===== src/rtl/pipe_trace_pkg.sv =====
// Shared definitions for the pipeline trace buffer: FSM encodings and entry layout.
// Entry layout is {cycle stamp, per-channel valid, channel data}.
package pipe_trace_pkg;

  typedef enum logic [2:0] {
    ST_IDLE  = 3'd0,
    ST_ARMED = 3'd1,
    ST_POST  = 3'd2,
    ST_DONE  = 3'd3,
    ST_READ  = 3'd4
  } trace_state_t;

  function automatic int entry_w(input int cyc_w, input int num_ch, input int ch_w);
    return cyc_w + num_ch + num_ch * ch_w;
  endfunction

endpackage


===== src/rtl/trace_trig_match.sv =====
// Combinational trigger compare: selected channel is qualified and equal to value on masked bits.
// Zero latency; no flow control.
module trace_trig_match #(
  parameter int NUM_CH = 4,
  parameter int CH_W   = 16
) (
  input  logic [NUM_CH*CH_W-1:0]     ch_data,
  input  logic [NUM_CH-1:0]          ch_valid,
  input  logic [$clog2(NUM_CH)-1:0]  trig_ch,
  input  logic [CH_W-1:0]            trig_value,
  input  logic [CH_W-1:0]            trig_mask,
  output logic                       match
);

  localparam int TW = $clog2(NUM_CH);

  logic [CH_W-1:0] sel_dat;
  logic            sel_vld;

  // Loop-based mux so an out-of-range channel number simply never matches.
  always_comb begin
    sel_dat = '0;
    sel_vld = 1'b0;
    for (int k = 0; k < NUM_CH; k++) begin
      if (trig_ch == TW'(k)) begin
        sel_dat = ch_data[k*CH_W +: CH_W];
        sel_vld = ch_valid[k];
      end
    end
  end

  assign match = sel_vld && (((sel_dat ^ trig_value) & trig_mask) == '0);

endmodule


===== src/rtl/pipe_trace_buffer.sv =====
// Circular trace capture of pipeline taps with trigger/post-count or fill-until-full modes.
// One entry stored per qualified cycle; readout is valid/ready, data combinational from the array.
module pipe_trace_buffer
  import pipe_trace_pkg::*;
#(
  parameter int NUM_CH = 4,
  parameter int CH_W   = 16,
  parameter int DEPTH  = 16,
  parameter int CYC_W  = 16
) (
  input  logic                                     clock,
  input  logic                                     reset,
  input  logic                                     arm,
  input  logic                                     abort,
  input  logic                                     mode,
  input  logic [NUM_CH*CH_W-1:0]                   ch_data,
  input  logic [NUM_CH-1:0]                        ch_valid,
  input  logic [$clog2(NUM_CH)-1:0]                trig_ch,
  input  logic [CH_W-1:0]                          trig_value,
  input  logic [CH_W-1:0]                          trig_mask,
  input  logic [$clog2(DEPTH):0]                   post_count,
  output logic [2:0]                               state_o,
  output logic                                     triggered,
  output logic [$clog2(DEPTH):0]                   entry_count,
  output logic                                     rd_valid,
  input  logic                                     rd_ready,
  output logic [entry_w(CYC_W, NUM_CH, CH_W)-1:0]  rd_data,
  output logic                                     rd_last
);

  localparam int AW = $clog2(DEPTH);
  localparam int CW = AW + 1;
  localparam int EW = entry_w(CYC_W, NUM_CH, CH_W);

  trace_state_t     state, state_nxt;
  logic [CYC_W-1:0] cyc_cnt;
  logic [EW-1:0]    mem [DEPTH];
  logic [AW-1:0]    wr_ptr, rd_ptr, post_cnt, post_load;
  logic [CW-1:0]    rd_idx;
  logic             match, we, rd_fire;

  trace_trig_match #(.NUM_CH(NUM_CH), .CH_W(CH_W)) u_trig (
    .ch_data    (ch_data),
    .ch_valid   (ch_valid),
    .trig_ch    (trig_ch),
    .trig_value (trig_value),
    .trig_mask  (trig_mask),
    .match      (match)
  );

  assign we        = (state == ST_ARMED || state == ST_POST) && (|ch_valid) && !abort;
  assign post_load = (post_count > CW'(DEPTH-1)) ? AW'(DEPTH-1) : post_count[AW-1:0];
  assign rd_valid  = (state == ST_READ);
  assign rd_last   = rd_valid && (rd_idx == entry_count - CW'(1));
  assign rd_fire   = rd_valid && rd_ready;
  assign rd_data   = mem[rd_ptr];
  assign state_o   = state;

  always_comb begin
    state_nxt = state;
    if (abort) begin
      state_nxt = ST_IDLE;
    end else begin
      case (state)
        ST_IDLE:  if (arm) state_nxt = ST_ARMED;
        ST_ARMED: begin
          if (we) begin
            if (mode) begin
              if (entry_count >= CW'(DEPTH-1)) state_nxt = ST_DONE;
            end else if (match) begin
              state_nxt = (post_load == '0) ? ST_DONE : ST_POST;
            end
          end
        end
        ST_POST:  if (we && post_cnt == AW'(1)) state_nxt = ST_DONE;
        ST_DONE:  state_nxt = (entry_count != '0) ? ST_READ : ST_IDLE;
        ST_READ:  if (rd_fire && rd_last) state_nxt = ST_IDLE;
        default:  state_nxt = ST_IDLE;
      endcase
    end
  end

  always_ff @(posedge clock) begin
    if (reset) begin
      state       <= ST_IDLE;
      cyc_cnt     <= '0;
      wr_ptr      <= '0;
      rd_ptr      <= '0;
      rd_idx      <= '0;
      entry_count <= '0;
      post_cnt    <= '0;
      triggered   <= 1'b0;
    end else begin
      state   <= state_nxt;
      cyc_cnt <= cyc_cnt + CYC_W'(1);
      if (state == ST_IDLE && arm && !abort) begin
        wr_ptr      <= '0;
        entry_count <= '0;
        triggered   <= 1'b0;
      end
      if (we) begin
        wr_ptr <= wr_ptr + AW'(1);
        if (entry_count != CW'(DEPTH)) entry_count <= entry_count + CW'(1);
      end
      if (state == ST_ARMED && we && !mode && match) begin
        triggered <= 1'b1;
        post_cnt  <= post_load;
      end
      if (state == ST_POST && we) post_cnt <= post_cnt - AW'(1);
      // Oldest entry: when full the low bits of entry_count are zero, so this lands on wr_ptr.
      if (state == ST_DONE) begin
        rd_ptr <= wr_ptr - entry_count[AW-1:0];
        rd_idx <= '0;
      end
      if (rd_fire && !abort) begin
        rd_ptr <= rd_ptr + AW'(1);
        rd_idx <= rd_idx + CW'(1);
      end
    end
  end

  always_ff @(posedge clock) begin
    if (we && !reset) mem[wr_ptr] <= {cyc_cnt, ch_valid, ch_data};
  end

endmodule


===== config.mk =====
export PLATFORM = sky130hd
export DESIGN_NAME = pipe_trace_buffer
export DESIGN_NICKNAME = d
export VERILOG_FILES = /design/src/rtl/pipe_trace_pkg.sv /design/src/rtl/trace_trig_match.sv /design/src/rtl/pipe_trace_buffer.sv
export SDC_FILE = /design/constraint.sdc
export NUM_CORES = 1
export LEC_CHECK = 0
export ABC_CLOCK_PERIOD_IN_PS = 18700
export CORE_MARGIN = 2
export CORE_UTILIZATION = 60
export CTS_CLUSTER_DIAMETER = 60
export DETAILED_ROUTE_END_ITERATION = 8
export PLACE_DENSITY = 0.79
export SETUP_SLACK_MARGIN = 0.2
export SYNTH_ARGS = -nofsm -noshare
export SYNTH_HDL_FRONTEND = slang
export SYNTH_SLANG_ARGS = --single-unit

===== constraint.sdc =====
create_clock -name clock -period 18.7 [get_ports clock]
set_input_delay 3.74 -clock clock [delete_from_list [all_inputs] [get_ports clock]]
set_output_delay 3.74 -clock clock [all_outputs]
set_load 0.03 [all_outputs]

==> flow_results.xml, run 1 <==
<?xml version="1.0" encoding="UTF-8"?>
<metrics>
  <group name="status">
    <metric name="run_status" unit="">finished, final reports clean</metric>
  </group>
  <group name="floorplan">
    <metric name="core.rowCount" unit="">109</metric>
    <metric name="die_h" unit="µm">303</metric>
    <metric name="design.core.area" unit="µm²">88500</metric>
    <metric name="ios" unit="">208</metric>
    <metric name="die_area" unit="µm²">92000</metric>
    <metric name="initial_utilization" unit="%">60.7</metric>
    <metric name="die_w" unit="µm">303</metric>
  </group>
  <group name="yosys">
    <metric name="asyncSetResetFlopFracSynth" unit="%">0</metric>
    <metric name="synth_area" unit="µm²">53700</metric>
    <metric name="yosys_warnings" unit="">0</metric>
    <metric name="synthDistinctLibCells" unit="">55</metric>
    <metric name="synthesis.area_per_instance" unit="µm²">23.5</metric>
    <metric name="synth-seq-cells" unit="">1390</metric>
    <metric name="synth_cells" unit="">2286</metric>
    <metric name="synth_edf_count" unit="">1344</metric>
    <metric name="synth-main-ff-cell" unit="">sky130_fd_sc_hd__edfxtp_1</metric>
    <metric name="synth_sequential_area_ratio" unit="%">76.8</metric>
    <metric name="synth_fp_nets" unit="">2415</metric>
  </group>
  <group name="worst_setup_path">
    <metric name="worst-path-max-fanout" unit="">80</metric>
    <metric name="critPathLaunchType" unit="">flip-flop</metric>
    <metric name="critPathArrivalTime" unit="ps">6460</metric>
    <metric name="ff2ff_setup_slack" unit="ps">14440</metric>
    <metric name="critical_setup_path_class" unit="">reg -&gt; out</metric>
    <metric name="critical_path.reg2reg.startpoint" unit="">state_o[2]</metric>
    <metric name="category_of_the_worst_setup_path_capture_point" unit="">output pin</metric>
    <metric name="r2r-end" unit="">mem[6][71]</metric>
    <metric name="worstPathRequired" unit="ps">14960</metric>
    <metric name="worst_r2r_path_depth" unit="">7</metric>
  </group>
  <group name="route">
    <metric name="drc" unit="">0</metric>
    <metric name="dr_total_vias" unit="">26200</metric>
    <metric name="detailedRoute.firstIterationViolations" unit="">3739</metric>
    <metric name="routed_via_density" unit="">6.85</metric>
    <metric name="antenna_left" unit="">0</metric>
    <metric name="detailedRoute.firstPassIterationCount" unit="">5</metric>
    <metric name="post_drt_wl_per_cell" unit="µm">34.4</metric>
    <metric name="route.final.wire_length" unit="µm">132000</metric>
  </group>
  <group name="timing">
    <metric name="fin_worst_skew" unit="ps">21.8</metric>
    <metric name="setup_viol" unit="">0</metric>
    <metric name="grt_setup_unrepaired" unit="">no</metric>
    <metric name="worst_pin_slew" unit="ps">1190</metric>
    <metric name="fmax" unit="MHz">98.0</metric>
    <metric name="hold_violations" unit="">0</metric>
    <metric name="timing.setup.tns" unit="ps">0</metric>
    <metric name="layout_worst_path_cycle_share" unit="%">54.6</metric>
    <metric name="worst_slew_margin_relative_to_its_limit" unit="%">20.3</metric>
    <metric name="timing_max_transition_violations_final" unit="">0</metric>
    <metric name="period_minus_slack" unit="ps">10200</metric>
  </group>
  <group name="run">
    <metric name="maxCapViolCount" unit="">0</metric>
  </group>
  <group name="clocking">
    <metric name="clk_pin_slew" unit="ps">60</metric>
    <metric name="number_of_h_tree_levels" unit="">4</metric>
    <metric name="cts_made_buffers" unit="">138</metric>
    <metric name="cts.sinks" unit="">1390</metric>
    <metric name="cts_buffer_depth" unit="">3</metric>
    <metric name="cts-hold-fix-buffers" unit="">0</metric>
    <metric name="worst_skew_pair.late_latency" unit="ps">750</metric>
    <metric name="postCtsResizedCells" unit="">0</metric>
    <metric name="tritoncts_clock_tree" unit="">yes</metric>
    <metric name="root_buffer" unit="">sky130_fd_sc_hd__clkbuf_16</metric>
    <metric name="cts_post_setup_buffers_inserted" unit="">0</metric>
  </group>
  <group name="layout">
    <metric name="utilization_after_layout" unit="%">69.5</metric>
    <metric name="flow.area_growth_from_synthesis" unit="%">14.5</metric>
    <metric name="layout-drive-gt1-share" unit="%">25.5</metric>
    <metric name="final_net_count" unit="">2684</metric>
    <metric name="num-fill-cells" unit="">4912</metric>
    <metric name="post-route-cell-area" unit="µm²">61500</metric>
  </group>
  <group name="hold_path">
    <metric name="worstHoldStart" unit="">triggered</metric>
    <metric name="min-delay-path-class" unit="">reg -&gt; reg</metric>
    <metric name="whs_path_depth" unit="">2</metric>
    <metric name="worst_hold_path.endpoint" unit="">triggered</metric>
  </group>
  <group name="placed_design">
    <metric name="io_buffer_count" unit="">207</metric>
    <metric name="detailedPlacementHpwl" unit="µm">65300</metric>
    <metric name="place.gp.congestion" unit="">0.830</metric>
    <metric name="dpl-instance-area" unit="µm²">57200</metric>
  </group>
  <group name="global_routing">
    <metric name="grt_pass1_wl" unit="µm">190000</metric>
    <metric name="grt.total_usage" unit="%">29.6</metric>
    <metric name="grt_overflow_total" unit="">0</metric>
    <metric name="via_count_of_the_first_global_routing_pass" unit="">27400</metric>
    <metric name="maximum_number_of_pins_on_one_net_before_global_route_repair" unit="">121</metric>
    <metric name="number_of_antenna_violations_at_the_first_check_in_global_routing" unit="">8</metric>
  </group>
  <group name="power_and_ir_drop">
    <metric name="max-vdd-ir-drop" unit="µV">93.6</metric>
    <metric name="power_density" unit="nW/µm²">101</metric>
    <metric name="power.leakage" unit="µW">0.0187</metric>
  </group>
</metrics>
## registers in the layout (all words and copies together) (netlist names), named ones only
name / count
rd_ptr: 4
entry_count: 5
wr_ptr: 4
rd_idx: 5
mem: 1344
triggered: 1
state_o: 3
cyc_cnt: 16
post_cnt: 4
## synthesized netlist by cell type, types with 8 or more instances
| library cell | n | area [µm²] |
|---|---|---|
| sky130_fd_sc_hd__edfxtp_1 | 1344 | 40400 |
| sky130_fd_sc_hd__mux4_2 | 424 | 9550 |
| sky130_fd_sc_hd__clkbuf_1 | 72 | 270 |
| sky130_fd_sc_hd__dfxtp_1 | 46 | 921 |
| sky130_fd_sc_hd__nor2_1 | 45 | 169 |
| sky130_fd_sc_hd__mux2i_1 | 41 | 410 |
| sky130_fd_sc_hd__buf_1 | 32 | 120 |
| sky130_fd_sc_hd__nand2_1 | 29 | 109 |
| sky130_fd_sc_hd__xor2_1 | 28 | 245 |
| sky130_fd_sc_hd__nand3_1 | 25 | 125 |
| sky130_fd_sc_hd__a21oi_1 | 18 | 90.1 |
| sky130_fd_sc_hd__and2_1 | 15 | 93.8 |
| sky130_fd_sc_hd__ha_1 | 15 | 188 |
| sky130_fd_sc_hd__inv_1 | 15 | 56.3 |
| sky130_fd_sc_hd__xnor2_1 | 13 | 114 |
| sky130_fd_sc_hd__nand3b_1 | 11 | 82.6 |
| sky130_fd_sc_hd__and3_1 | 10 | 62.6 |
| sky130_fd_sc_hd__nand2b_1 | 9 | 56.3 |
| sky130_fd_sc_hd__nand4_1 | 8 | 50.1 |
| sky130_fd_sc_hd__nor3_1 | 8 | 40.0 |
## report_power, final
part	internal (µW)	switching [µW]
sequential	3410	4.83
clock	1520	1170
combinational	46.4	84.0
total	4980	1260
## worst max-delay path: stages, from the launching register on
cell	delay [ps]
sky130_fd_sc_hd__dfxtp_4	810
sky130_fd_sc_hd__buf_4	920
sky130_fd_sc_hd__buf_4	1000
sky130_fd_sc_hd__buf_4	1050
sky130_fd_sc_hd__mux4_2	430
sky130_fd_sc_hd__mux4_2	620
sky130_fd_sc_hd__clkdlybuf4s50_1	660
## placed cells by master, fill, tap and decap left out, types with 11 or more instances in the layout
cell type / netlist / final
sky130_fd_sc_hd__nand2_1: 29 / 29
sky130_fd_sc_hd__nor2_1: 45 / 44
sky130_fd_sc_hd__mux4_2: 424 / 424
sky130_fd_sc_hd__clkdlybuf4s50_1: 0 / 206
sky130_fd_sc_hd__edfxtp_1: 1344 / 1344
sky130_fd_sc_hd__clkbuf_16: 0 / 139
sky130_fd_sc_hd__clkinv_1: 0 / 24
sky130_fd_sc_hd__a21oi_1: 18 / 18
sky130_fd_sc_hd__xnor2_1: 13 / 13
sky130_fd_sc_hd__mux2i_1: 41 / 41
sky130_fd_sc_hd__inv_1: 15 / 15
sky130_fd_sc_hd__clkinv_2: 0 / 17
sky130_fd_sc_hd__nand3b_1: 11 / 11
sky130_fd_sc_hd__xor2_1: 28 / 28
sky130_fd_sc_hd__and2_4: 0 / 11
sky130_fd_sc_hd__clkbuf_1: 72 / 29
sky130_fd_sc_hd__dfxtp_1: 46 / 42
sky130_fd_sc_hd__nand3_1: 25 / 25
sky130_fd_sc_hd__buf_4: 0 / 31
sky130_fd_sc_hd__ha_1: 15 / 15
## routing by layer
layer	vias to the layer above	wire length, µm	track usage (%)
li1	10300	-	-
met1	13800	46800	40.8
met2	1831	66600	47.8
met3	228	14900	6.93
met4	6	3630	9.43
met5	-	43	0
## area by class of cell
cell class / count / area (µm²) / area share (%)
multi-input combinational: 771 / 12000 / 19.5
timing repair buffer: 239 / 2320 / 3.77
clock buffer: 169 / 3600 / 5.85
sequential: 1390 / 41300 / 67.1
clock inverter: 76 / 761 / 1.24
antenna: 5 / 12.5 / 0.0203
inverter: 15 / 56.3 / 0.0915
tap: 1165 / 1460 / 2.37
## logic make-up after synthesis
group	count (synthesis)	share of synthesized area, %
compound gates	59	0.754
flops	1390	76.8
buf+inv	125	0.910
mux	465	18.5
xor+xnor	41	0.668
fa+ha+maj	16	0.386
simple gates	190	1.93
## stage by stage
stage                     power, µW  hold WS (ps)  instances  worst slack (ps)
after global placement         3600           447       3580              9490
after CTS                      6260           469       3825              8590
after floorplan                3520           463       2286             10170
final                          6240           476       3830              8500
after detailed placement       3610           456       3580              9380
after global routing           6370           509       3829              8390
## how the worst max path moves through the flow
stage | end | slack [ps] | cells after the start
floorplan | mem[0][0] | 10170 | 5
global placement | rd_data[1] | 9490 | 6
detailed placement | rd_data[1] | 9380 | 6
CTS | rd_data[1] | 8590 | 6
global route | rd_data[1] | 8390 | 6
finish | rd_data[1] | 8500 | 6
Note: power is estimated with default switching activity, not from simulation.
==> inputs of run 2 (changes only) <==
Settings changed: ABC_CLOCK_PERIOD_IN_PS 18700 to 10200.
Clock period 18.7 ns to 10.2 ns, I/O delays scaled along.
==> run 2 against run 1 <==
Net effect:
- global-route usage up 1.1 points
- clock skew up 4.1 ps
- utilization about the same
- largest cell class unchanged
- sequential share of layout area about the same
==> flow_results.xml, run 2 (synthesis results as in run 1) <==
<?xml version="1.0" encoding="UTF-8"?>
<metrics>
  <group name="worst_setup_path">
    <metric name="worst-path-max-fanout" unit="">45</metric>
    <metric name="critPathLaunchType" unit="">flip-flop</metric>
    <metric name="critical_setup_path_class" unit="">reg -&gt; out</metric>
    <metric name="critPathArrivalTime" unit="ps">4700</metric>
    <metric name="worstPathRequired" unit="ps">8160</metric>
    <metric name="category_of_the_worst_setup_path_capture_point" unit="">output pin</metric>
    <metric name="critical_path.reg2reg.startpoint" unit="">state_o[2]</metric>
  </group>
  <group name="placed_design">
    <metric name="place.gp.congestion" unit="">0.805</metric>
    <metric name="io_buffer_count" unit="">207</metric>
    <metric name="detailedPlacementHpwl" unit="µm">70200</metric>
  </group>
  <group name="layout">
    <metric name="layout-drive-gt1-share" unit="%">25.6</metric>
    <metric name="mostFrequentLayoutCells" unit="">sky130_fd_sc_hd__edfxtp_1, sky130_fd_sc_hd__mux4_2, sky130_fd_sc_hd__clkdlybuf4s50_1</metric>
    <metric name="registers.top_by_ff_count" unit="">mem</metric>
    <metric name="flip_flop_count_of_the_largest_register_all_copies_and_words_added" unit="">1344</metric>
    <metric name="registers_with_the_most_flip_flops" unit="">mem: 1344 flops, cyc_cnt: 16 flops</metric>
    <metric name="layout_commonest_cell" unit="">sky130_fd_sc_hd__edfxtp_1</metric>
    <metric name="final_net_count" unit="">2687</metric>
    <metric name="flow.area_growth_from_synthesis" unit="%">14.5</metric>
  </group>
  <group name="floorplan">
    <metric name="ios" unit="">208</metric>
    <metric name="initial_utilization" unit="%">60.7</metric>
    <metric name="core.rowCount" unit="">109</metric>
    <metric name="die_h" unit="µm">303</metric>
    <metric name="die_area" unit="µm²">92000</metric>
    <metric name="design.core.area" unit="µm²">88500</metric>
    <metric name="die_w" unit="µm">303</metric>
  </group>
  <group name="power_and_ir_drop">
    <metric name="power.leakage" unit="µW">0.0188</metric>
    <metric name="power_density" unit="nW/µm²">187</metric>
    <metric name="pwr-share-clk" unit="%">43.3</metric>
    <metric name="pwr-share-comb" unit="%">2.2</metric>
    <metric name="total_switching_power" unit="µW">2380</metric>
    <metric name="internal_power" unit="µW">9100</metric>
    <metric name="share_seq_of_total_power" unit="%">54.5</metric>
    <metric name="max-vdd-ir-drop" unit="µV">178</metric>
    <metric name="switching_share" unit="%">20.7</metric>
  </group>
  <group name="hold_path">
    <metric name="worstHoldStart" unit="">triggered</metric>
    <metric name="min-delay-path-class" unit="">reg -&gt; reg</metric>
  </group>
  <group name="global_routing">
    <metric name="number_of_antenna_violations_at_the_first_check_in_global_routing" unit="">8</metric>
    <metric name="grt_pass1_wl" unit="µm">197000</metric>
    <metric name="maximum_number_of_pins_on_one_net_before_global_route_repair" unit="">157</metric>
    <metric name="grt.total_usage" unit="%">30.7</metric>
    <metric name="grt_overflow_total" unit="">0</metric>
    <metric name="via_count_of_the_first_global_routing_pass" unit="">27300</metric>
  </group>
  <group name="run">
    <metric name="maxCapViolCount" unit="">0</metric>
  </group>
  <group name="timing">
    <metric name="timing_max_transition_violations_final" unit="">0</metric>
    <metric name="worst_pin_slew" unit="ps">1240</metric>
    <metric name="fmax" unit="MHz">148</metric>
    <metric name="worst_slew_margin_relative_to_its_limit" unit="%">17.1</metric>
    <metric name="setup_viol" unit="">0</metric>
    <metric name="fin_worst_skew" unit="ps">25.9</metric>
    <metric name="grt_setup_unrepaired" unit="">no</metric>
    <metric name="hold_violations" unit="">0</metric>
    <metric name="period_minus_slack" unit="ps">6740</metric>
    <metric name="layout_worst_path_cycle_share" unit="%">66.1</metric>
    <metric name="timing.setup.tns" unit="ps">0</metric>
    <metric name="timing.hold.ws" unit="ps">476</metric>
  </group>
  <group name="route">
    <metric name="detailedRoute.firstPassIterationCount" unit="">6</metric>
    <metric name="antenna_left" unit="">0</metric>
    <metric name="route.final.wire_length" unit="µm">138000</metric>
    <metric name="detailedRoute.firstIterationViolations" unit="">3962</metric>
    <metric name="routed_via_density" unit="">6.91</metric>
    <metric name="drc" unit="">0</metric>
    <metric name="dr_total_vias" unit="">26500</metric>
    <metric name="post_drt_wl_per_cell" unit="µm">35.9</metric>
  </group>
  <group name="clocking">
    <metric name="clk_pin_slew" unit="ps">60</metric>
    <metric name="cts_made_buffers" unit="">136</metric>
    <metric name="cts.sinks" unit="">1390</metric>
    <metric name="postCtsResizedCells" unit="">0</metric>
    <metric name="cts-hold-fix-buffers" unit="">0</metric>
    <metric name="tritoncts_clock_tree" unit="">yes</metric>
    <metric name="cts_buffer_depth" unit="">3</metric>
    <metric name="worst_skew_pair.late_latency" unit="ps">750</metric>
    <metric name="root_buffer" unit="">sky130_fd_sc_hd__clkbuf_16</metric>
    <metric name="number_of_h_tree_levels" unit="">4</metric>
    <metric name="cts_post_setup_buffers_inserted" unit="">0</metric>
  </group>
  <group name="status">
    <metric name="run_status" unit="">finished, final reports clean</metric>
  </group>
</metrics>
[run 2: layer usage]
metal / wire, µm / up-vias / track usage, %
met5: 68 / - / 0
met4: 5080 / 10 / 12.0
met3: 15500 / 279 / 7.32
met2: 68800 / 1947 / 49.3
met1: 48100 / 13900 / 41.5
li1: - / 10300 / -
[run 2: stage by stage]
stage / util [%] / instances / total power, µW / cell area [µm²] / setup slack (ps)
finish: 69.5 / 3829 / 11500 / 61600 / 3460
global route: 69.5 / 3828 / 11700 / 61600 / 3150
CTS: 69.5 / 3827 / 11500 / 61600 / 3290
detailed placement: 64.6 / 3585 / 6620 / 57200 / 3540
global placement: 64.6 / 3585 / 6610 / 57200 / 3700
floorplan: - / 2286 / 6460 / 53700 / 3370
[run 2: final cells by class]
class	instances	area, µm²
flip-flops and latches	1390	41300
fillers	4834	27000
multi-input cells	771	12000
clock buffers	165	3580
repair buffers	244	2380
well taps	1165	1460
clock inverters	77	751
inverters	15	56.3
diodes	2	5.00
[run 2: path summary, 6_finish.rpt]
| path | end | slack [ps] | depth (start not counted) |
|---|---|---|---|
| worst max register to register | mem[4][37] | 6040 | 7 |
| worst min-delay path | triggered | 480 | 2 |
| worst min register to register | triggered | 480 | 2 |
| worst max-delay path | rd_data[1] | 3460 | 5 |
[run 2: worst max-delay path: stages (launching register included)]
cell and delay (ps):
sky130_fd_sc_hd__dfxtp_4 540, sky130_fd_sc_hd__buf_4 660, sky130_fd_sc_hd__buf_4 850, sky130_fd_sc_hd__mux4_2 620, sky130_fd_sc_hd__mux4_2 600, sky130_fd_sc_hd__clkdlybuf4s50_1 650
[run 2: power by group through the flow]
stage / clock network, µW / logic [µW] / registers, µW
CTS: 5010 / 246 / 6260
finish: 4970 / 251 / 6260
detailed placement: 0 / 241 / 6380
global placement: 0 / 231 / 6380
global route: 5180 / 263 / 6260
floorplan: 0 / 77.3 / 6380
